<file path="src/rtl/alu_operand_sequencer.sv">
// Operand fetch / writeback sequencer for the 4-bit ALU: gathers nibble operands from registers,
// memory or an immediate, captures the ALU flags and stores the result to a register or memory.
package types;
    typedef enum logic [3:0] {
        ALU_ADD = 4'd0,
        ALU_ADC = 4'd1,
        ALU_SUB = 4'd2,
        ALU_SBC = 4'd3,
        ALU_AND = 4'd4,
        ALU_OR  = 4'd5,
        ALU_XOR = 4'd6,
        ALU_CP  = 4'd7
    } alu_op;
endpackage

module alu_operand_sequencer
    import types::*;
#(
    parameter int ADDR_WIDTH       = 12,
    parameter int MEM_READ_LATENCY = 1
) (
    input  logic                  clk,
    input  logic                  reset_n,
    input  logic                  start,
    input  alu_op                 op,
    input  logic [1:0]            src_a_sel,
    input  logic [2:0]            src_b_sel,
    input  logic [1:0]            dst_sel,
    input  logic [3:0]            imm,
    input  logic                  writeback,
    input  logic [3:0]            reg_a,
    input  logic [3:0]            reg_b,
    input  logic [ADDR_WIDTH-1:0] reg_x,
    input  logic [ADDR_WIDTH-1:0] reg_y,
    input  logic                  flag_decimal,
    input  logic                  flag_set_en,
    input  logic                  flag_carry_set,
    input  logic                  flag_zero_set,
    output logic [ADDR_WIDTH-1:0] mem_addr,
    output logic                  mem_read_en,
    input  logic [3:0]            mem_read_data,
    output logic                  mem_write_en,
    output logic [3:0]            mem_write_data,
    output logic                  reg_write_en,
    output logic                  reg_write_sel,
    output logic [3:0]            reg_write_data,
    output alu_op                 alu_op_out,
    output logic [3:0]            temp_a,
    output logic [3:0]            temp_b,
    output logic                  alu_carry_in,
    output logic                  alu_decimal_in,
    input  logic [3:0]            alu_out,
    input  logic                  alu_carry,
    input  logic                  alu_zero,
    output logic                  flag_carry,
    output logic                  flag_zero,
    output logic                  busy,
    output logic                  done
);

    typedef enum logic [2:0] {
        S_IDLE    = 3'd0,
        S_FETCH_A = 3'd1,
        S_WAIT_A  = 3'd2,
        S_FETCH_B = 3'd3,
        S_WAIT_B  = 3'd4,
        S_EXEC    = 3'd5,
        S_WRITE   = 3'd6,
        S_DONE    = 3'd7
    } state_t;

    // The strobe is visible during the first wait cycle, so data arrives when the counter hits this.
    localparam logic [2:0] LAT = 3'(MEM_READ_LATENCY);

    state_t                  state_q, state_d;
    alu_op                   op_q, op_d;
    logic [1:0]              src_a_sel_q, src_a_sel_d;
    logic [2:0]              src_b_sel_q, src_b_sel_d;
    logic [1:0]              dst_sel_q, dst_sel_d;
    logic [3:0]              imm_q, imm_d;
    logic                    wb_q, wb_d;
    logic [2:0]              cnt_q, cnt_d;
    logic [3:0]              temp_a_q, temp_a_d;
    logic [3:0]              temp_b_q, temp_b_d;
    logic [3:0]              result_q, result_d;
    logic                    flag_carry_q, flag_carry_d;
    logic                    flag_zero_q, flag_zero_d;
    logic [ADDR_WIDTH-1:0]   mem_addr_q, mem_addr_d;
    logic                    mem_read_en_q, mem_read_en_d;
    logic                    mem_write_en_q, mem_write_en_d;
    logic [3:0]              mem_write_data_q, mem_write_data_d;
    logic                    reg_write_en_q, reg_write_en_d;
    logic                    reg_write_sel_q, reg_write_sel_d;
    logic [3:0]              reg_write_data_q, reg_write_data_d;
    logic                    busy_q, busy_d;
    logic                    done_q, done_d;

    function automatic logic [3:0] pick_reg(input logic sel_b, input logic [3:0] a,
                                            input logic [3:0] b);
        return sel_b ? b : a;
    endfunction

    function automatic logic [ADDR_WIDTH-1:0] pick_ptr(input logic sel_y,
                                                       input logic [ADDR_WIDTH-1:0] x,
                                                       input logic [ADDR_WIDTH-1:0] y);
        return sel_y ? y : x;
    endfunction

    // Next-state and next-output computation for the sequencer.
    always_comb begin
        state_d          = state_q;
        op_d             = op_q;
        src_a_sel_d      = src_a_sel_q;
        src_b_sel_d      = src_b_sel_q;
        dst_sel_d        = dst_sel_q;
        imm_d            = imm_q;
        wb_d             = wb_q;
        cnt_d            = cnt_q;
        temp_a_d         = temp_a_q;
        temp_b_d         = temp_b_q;
        result_d         = result_q;
        mem_addr_d       = mem_addr_q;
        mem_write_data_d = mem_write_data_q;
        reg_write_sel_d  = reg_write_sel_q;
        reg_write_data_d = reg_write_data_q;
        mem_read_en_d    = 1'b0;
        mem_write_en_d   = 1'b0;
        reg_write_en_d   = 1'b0;
        done_d           = 1'b0;
        if (flag_set_en) begin
            flag_carry_d = flag_carry_set;
            flag_zero_d  = flag_zero_set;
        end else begin
            flag_carry_d = flag_carry_q;
            flag_zero_d  = flag_zero_q;
        end

        case (state_q)
            S_IDLE: begin
                if (start) begin
                    op_d        = op;
                    src_a_sel_d = src_a_sel;
                    src_b_sel_d = src_b_sel;
                    dst_sel_d   = dst_sel;
                    imm_d       = imm;
                    wb_d        = writeback;
                    state_d     = S_FETCH_A;
                end else begin
                    state_d = S_IDLE;
                end
            end
            S_FETCH_A: begin
                if (src_a_sel_q[1]) begin
                    mem_addr_d    = pick_ptr(src_a_sel_q[0], reg_x, reg_y);
                    mem_read_en_d = 1'b1;
                    cnt_d         = 3'd0;
                    state_d       = S_WAIT_A;
                end else begin
                    temp_a_d = pick_reg(src_a_sel_q[0], reg_a, reg_b);
                    state_d  = S_FETCH_B;
                end
            end
            S_WAIT_A: begin
                if (cnt_q == LAT) begin
                    temp_a_d = mem_read_data;
                    state_d  = S_FETCH_B;
                end else begin
                    cnt_d = cnt_q + 3'd1;
                end
            end
            S_FETCH_B: begin
                // Codes 4..7 all select the immediate.
                if (src_b_sel_q[2]) begin
                    temp_b_d = imm_q;
                    state_d  = S_EXEC;
                end else if (src_b_sel_q[1]) begin
                    mem_addr_d    = pick_ptr(src_b_sel_q[0], reg_x, reg_y);
                    mem_read_en_d = 1'b1;
                    cnt_d         = 3'd0;
                    state_d       = S_WAIT_B;
                end else begin
                    temp_b_d = pick_reg(src_b_sel_q[0], reg_a, reg_b);
                    state_d  = S_EXEC;
                end
            end
            S_WAIT_B: begin
                if (cnt_q == LAT) begin
                    temp_b_d = mem_read_data;
                    state_d  = S_EXEC;
                end else begin
                    cnt_d = cnt_q + 3'd1;
                end
            end
            S_EXEC: begin
                // ALU capture overrides any external flag load in the same cycle.
                result_d     = alu_out;
                flag_carry_d = alu_carry;
                flag_zero_d  = alu_zero;
                if (wb_q) begin
                    state_d = S_WRITE;
                end else begin
                    done_d  = 1'b1;
                    state_d = S_DONE;
                end
            end
            S_WRITE: begin
                if (dst_sel_q[1]) begin
                    mem_addr_d       = pick_ptr(dst_sel_q[0], reg_x, reg_y);
                    mem_write_data_d = result_q;
                    mem_write_en_d   = 1'b1;
                end else begin
                    reg_write_sel_d  = dst_sel_q[0];
                    reg_write_data_d = result_q;
                    reg_write_en_d   = 1'b1;
                end
                done_d  = 1'b1;
                state_d = S_DONE;
            end
            S_DONE: begin
                state_d = S_IDLE;
            end
            default: begin
                state_d = S_IDLE;
            end
        endcase

        busy_d = (state_d != S_IDLE);
    end

    // State and registered outputs.
    always_ff @(posedge clk or negedge reset_n) begin
        if (!reset_n) begin
            state_q          <= S_IDLE;
            op_q             <= ALU_ADD;
            src_a_sel_q      <= 2'd0;
            src_b_sel_q      <= 3'd0;
            dst_sel_q        <= 2'd0;
            imm_q            <= 4'd0;
            wb_q             <= 1'b0;
            cnt_q            <= 3'd0;
            temp_a_q         <= 4'd0;
            temp_b_q         <= 4'd0;
            result_q         <= 4'd0;
            flag_carry_q     <= 1'b0;
            flag_zero_q      <= 1'b0;
            mem_addr_q       <= '0;
            mem_read_en_q    <= 1'b0;
            mem_write_en_q   <= 1'b0;
            mem_write_data_q <= 4'd0;
            reg_write_en_q   <= 1'b0;
            reg_write_sel_q  <= 1'b0;
            reg_write_data_q <= 4'd0;
            busy_q           <= 1'b0;
            done_q           <= 1'b0;
        end else begin
            state_q          <= state_d;
            op_q             <= op_d;
            src_a_sel_q      <= src_a_sel_d;
            src_b_sel_q      <= src_b_sel_d;
            dst_sel_q        <= dst_sel_d;
            imm_q            <= imm_d;
            wb_q             <= wb_d;
            cnt_q            <= cnt_d;
            temp_a_q         <= temp_a_d;
            temp_b_q         <= temp_b_d;
            result_q         <= result_d;
            flag_carry_q     <= flag_carry_d;
            flag_zero_q      <= flag_zero_d;
            mem_addr_q       <= mem_addr_d;
            mem_read_en_q    <= mem_read_en_d;
            mem_write_en_q   <= mem_write_en_d;
            mem_write_data_q <= mem_write_data_d;
            reg_write_en_q   <= reg_write_en_d;
            reg_write_sel_q  <= reg_write_sel_d;
            reg_write_data_q <= reg_write_data_d;
            busy_q           <= busy_d;
            done_q           <= done_d;
        end
    end

    assign mem_addr       = mem_addr_q;
    assign mem_read_en    = mem_read_en_q;
    assign mem_write_en   = mem_write_en_q;
    assign mem_write_data = mem_write_data_q;
    assign reg_write_en   = reg_write_en_q;
    assign reg_write_sel  = reg_write_sel_q;
    assign reg_write_data = reg_write_data_q;
    assign alu_op_out     = op_q;
    assign temp_a         = temp_a_q;
    assign temp_b         = temp_b_q;
    assign alu_carry_in   = flag_carry_q;
    assign alu_decimal_in = flag_decimal;
    assign flag_carry     = flag_carry_q;
    assign flag_zero      = flag_zero_q;
    assign busy           = busy_q;
    assign done           = done_q;

endmodule
</file>
<file path="config.mk">
export PLATFORM = sky130hd
export DESIGN_NAME = alu_operand_sequencer
export DESIGN_NICKNAME = d
export VERILOG_FILES = /design/src/rtl/alu_operand_sequencer.sv
export SDC_FILE = /design/constraint.sdc
export NUM_CORES = 1
export LEC_CHECK = 0
export BUFFER_PORTS_ARGS = -buffer_cell sky130_fd_sc_hd__buf_2
export CORE_MARGIN = 8
export CORE_UTILIZATION = 41
export DETAILED_ROUTE_END_ITERATION = 7
export MAX_ROUTING_LAYER = met4
export PLACE_DENSITY = 0.81
export SETUP_SLACK_MARGIN = 0.02
export SLEW_MARGIN = 20
export SYNTH_ARGS = -nofsm -noshare
export SYNTH_HDL_FRONTEND = slang
export SYNTH_SLANG_ARGS = --single-unit
</file>
<file path="constraint.sdc">
create_clock -name clk -period 1.5 [get_ports clk]
set_input_delay 0.225 -clock clk [delete_from_list [all_inputs] [get_ports clk]]
set_output_delay 0.225 -clock clk [all_outputs]
set_load 0.05 [all_outputs]
</file>
==> Word-level counts from Yosys, hierarchy flattened <==
Cells that the tools add are included.
{ "word_totals": {"input_bits": 65, "output_inout_bits": 42, "reg_bits": 62} }
{ "classes": {"n_reduce_logical": 15, "mux": 43, "n_bitwise": 1, "n_eq_ne": 17, "n_addsub": 1} }
{ "op_table": {"columns": ["op", "count"], "rows": [
  ["$mux 12", 7],
  ["$pmux 12 s3", 1],
  ["$mux 4", 6],
  ["$pmux 3 s8", 1],
  ["$mux 3", 6],
  ["$mux 1", 17],
  ["$ne 2x2->1 const B", 8],
  ["$pmux 4 s2", 2],
  ["$eq 3x3->1 const B", 4],
  ["$reduce_and 5->1", 2],
  ["$pmux 3 s3", 1],
  ["$reduce_bool 3->1", 3],
  ["$eq 3x1->1 const B", 2],
  ["$eq 3x2->1 const B", 2],
  ["$reduce_and 2->1", 3],
  ["$reduce_and 3->1", 2],
  ["$reduce_bool 2->1", 3],
  ["$pmux 1 s2", 2],
  ["$add 3x1->3 const B", 1],
  ["$logic_not 3->1", 1],
  ["$ne 3x3->1 const B", 1],
  ["$reduce_or 2->1", 1],
  ["$not 1->1", 1]
]} }

==> Depth between registers and ports, before layout <==
{ "logic_depth": {"depth_word": 4, "ltp_mapped": 7, "mapped_depth_nobuf": 7} }

==> Worst setup path after synthesis <==
No wires, ideal clock.
{ "synth_path": {"path_type": "register -> register", "startpoint": "register state_q[1]", "endpoint": "register op_q[2], in the netlist alu_op_out[2]", "path_stages_with_launch": 5, "setup_ns": 0.125, "n_path_buf": 2, "t_arrival_ns": 1.499, "path_slack_ns": -0.124, "cell_sequence": "dfrtp_1 buf_6 nor4b_4 buf_6 mux2_4"} }
{ "synth_via": {"elab_chain_cells": 2} }
{ "synth_lines": {"columns": ["item", "line", "text"], "rows": [
  ["start, declared", "75", "state_t state_q, state_d;"],
  ["start signal, assigned", "256", "state_q <= state_d;"],
  ["$logic_not 3->1", "138", "case (state_q)"],
  ["$reduce_and 2->1 (no line)", null, null],
  ["end signal, assigned", "257", "op_q <= op_d;"],
  ["end, declared", "76", "alu_op op_q, op_d;"]
]} }
Every way passes these cells.
A chain may end at the register's enable or synchronous reset.

==> Final worst setup path <==
{ "layout_path": {"startpoint": "register state_q[0]", "endpoint": "register dst_sel_q[1]"} }
{ "layout_via": {"elab_chain_cells": 2} }
{ "layout_lines": {"columns": ["item", "line", "text"], "rows": [
  ["$logic_not 3->1", "138", null],
  ["$reduce_and 2->1 (no line)", null, null],
  ["end signal, assigned", "260", "dst_sel_q <= dst_sel_d;"],
  ["end, declared", "79", "logic [1:0] dst_sel_q, dst_sel_d;"]
]} }
Every way passes these cells.

==> metrics <==
Die Width=between 100 and 150 um; largest family of logic cells by synthesized area=multiplexers; RSZ-0062 raised after global routing=true; Final Cycle Share=1.07; Pleak=2.17 nW; Die Height=101 um; minimum clock period=1610 ps; Worst EP arrival=~1800 ps; FF+latch count, synth=62; input/output buffers=~100; hold_sp=alu_out[1]; P_int=between 6 and 7 mW; failing checks=negative setup slack; Fin. Hold Viols=0; CP Depth=5; status=complete, but fails checks; nets=455; Clock Skews=12.8 ps; first-pass GRT wire length=13,200 um; max incr delay on CP=roughly 470 ps; post-synthesis cell type count=38; Final WS setup=-110 ps; slowest stage cell, crit path=dfrtp_2; clock share of power=0.135; Setup CP Type=reg -> reg; TritonCTS clock tree=yes; htree depth=3; VDD IR max=around 0.0014 V; post-synthesis mux area share=0.234; sw frac=0.459; clock buffer depth=2; ant diodes=0; first-pass detailed-route iteration total=4; worst r2r path cells=5; largest net degree at the start of global routing=63; Residual DRC=0; Post-Layout Cell Count=492; measured slew at the worst slew-check pin=between 300 and 400 ps; post-synthesis sequential area ratio=0.528; simple-gate area share of the yosys netlist=0.0954; Net Sw Power=approximately 5.7 mW; gr usage total=0.168; CTS Root Cell=clkbuf_8; GP Congestion=0.813; Post-synth EDFFs=0; share of the synthesized area in compound gates (AO/OA/AOI/OAI)=0.0839; total gr overflow=0; initial DRC count=92; area leader, netlist=dfrtp_1; Final setup viols=41; vias in the first global route=2,692; number of routed nets with antenna violations=0; setup TNS=-2380 ps; Worst-path clk slew=80 ps; die area=10,100 um2; Synth top area share=0.528; Hold Path Sink=result_q[1]; clk sinks=62; multi-input logic area=1560 um2; Clk Latency, worst-skew pair=340 ps; most frequent cell after synthesis=dfrtp_1; Logic pwr share=0.612; Syn Inst Count=238; most frequent cells after synthesis=dfrtp_1 (62), mux2i_1 (27), mux2_2 (22), nand2_1 (22), nor2_1 (11); RR Endpoint=dst_sel_q[1]; Critical Path RT=1720 ps; critical path launch point type=register; R2R Path Start=state_q[0]; Fmax=621 MHz; number of CTS-inserted buffers=9; Mean Syn Cell Area=12.3 um2; Synth Area in Adders=0.00851; Slew Viols, Final=0; CP Max Fanout=8; Post-Synth XOR/XNOR Area=0.00596; Initial Util=0.414; max cap viols=0; Flop pwr share=0.252; register area=1550 um2; Cell Area, Synth=a little under 3000 um2; Worst setup EP type=register; Vias=between 2,000 and 2,500; io pins=approximately 110; dominant cells by area after synthesis=dfrtp_1 (53%), mux2i_1 (9.2%), mux2_2 (8.4%); Placeable Area=7100 um2; dpl cells=456; Final HPWL DP=5310 um; share of layout cells above drive strength 1=0.611; P per Cell Area=~2800 nW/um2; critical path cell sequence=buf_6 > nor4b_4 > buf_4 > clkbuf_16 > mux2_4; drt total wl=about 8300 um; syn_nets=slightly above 300; flop2flop setup slack=-110 ps; via/cell ratio=4.83; Filler Cells Inserted=555; critical path's top delay family=buffers and inverters; antenna violations before repair=0; Rel. slew slack=0.749; number of buffers and inverters on the critical path=3; HP Class=in -> reg; dominant synthesized flop cell=dfrtp_1; Routed WL per cell=between 15 and 20 um; Post-synth ARST share=1.00; hold path cells=2; Area Growth Syn to Fin=51.7%; Yosys Warn Count=0; number of cell rows=31
==> power by group through the flow <==
| stage | clock network, mW | registers [mW] | logic (mW) |
|---|---|---|---|
| final | 1.68 | 3.12 | 7.58 |
| after global routing | 1.78 | 3.23 | 8.01 |
| after CTS | 1.70 | 3.10 | 7.04 |
| after detailed placement | 0 | 3.09 | 5.99 |
| after global placement | 0 | 3.05 | 5.87 |
| after floorplan | 0 | 4.77 | 2.79 |
==> metrics by stage <==
stage          instance area, um2  worst slack, ps  hold WS (ps)  power, mW  utilization
2_1_floorplan                2950             -124         -70.6       7.56            -
3_3_place_gp                 3720            -80.1           253       8.91        0.525
3_5_place_dp                 3720             -168           265       9.08        0.525
4_1_cts                      4320             -103          82.8       11.8        0.608
5_1_grt                      4460             -157          92.9       13.0        0.628
6_report                     4460             -110          93.0       12.4        0.628
==> routing by layer <==
metal | track usage | up-vias | part of all wire
li1 | - | 1146 | -
met3 | 0.0345 | 10 | 0.041
met1 | 0.199 | 1150 | 0.42
met2 | 0.276 | 68 | 0.52
met5 | - | - | 0
met4 | 0.0640 | 0 | 0.018
==> state kept, by name, summed over array words and instances (netlist names), 3 cells and up <==
name            count
alu_op_out          4
cnt_q               3
mem_addr           12
result_q            4
src_b_sel_q         3
temp_a              4
reg_write_data      4
imm_q               4
temp_b              4
mem_write_data      4
state_q             3
==> worst max path at each step <==
stage	from	to	slack, ps
6_report	state_q[0]	dst_sel_q[1]	-110
5_1_grt	state_q[1]	alu_op_out[2]	-160
4_1_cts	state_q[0]	dst_sel_q[1]	-100
3_5_place_dp	state_q[2]	mem_addr[9]	-170
3_3_place_gp	state_q[2]	mem_addr[10]	-80
2_1_floorplan	state_q[1]	alu_op_out[2]	-120
==> final cells by class <==
class,count,area share
clock inverter,6,0.0208
multi-input combinational,159,0.349
inverter,8,0.00730
clock buffer,10,0.0309
timing repair buffer,148,0.215
tap,99,0.0278
sequential,62,0.348
==> cells by family after synthesis <==
family                   Yosys count
flip-flops                        62
multiplexers                      61
AND/OR/NAND/NOR                   54
AO/OA/AOI/OAI                     36
buffers and inverters             21
XOR/XNOR                           2
adder cells (fa/ha/maj)            2
==> layout by cell type (no fill, tap or decap), types with 2 or more instances in the layout <==
cell        count
nand3b_1        2
dfrtp_2         2
inv_1           5
clkbuf_8       10
mux2i_1        25
a21oi_1         8
a31oi_1         2
nor2_4          4
clkinvlp_4      2
o221a_2         4
o2bb2ai_2       2
nand2_1        19
mux2_2         15
mux2_1          3
o21ai_1        13
nand2_4         2
a211o_4         2
dfrtp_1        60
buf_12          3
buf_4          25
bufinv_16       2
a21oi_2         2
buf_2         104
buf_6          14
nand2b_4        2
inv_2           2
mux2_4         19
nor2_1          7
nand2_2         2
==> timing repair <==
action	4_1_cts	5_1_grt
pin swaps	7	13
resized for setup	47	29
setup buffers	10	4
hold endpoints to repair	62	0
setup endpoints to repair	51	49
gates cloned	5	0
hold buffers	1	0
No activity file was read; power rests on OpenSTA's default activity.
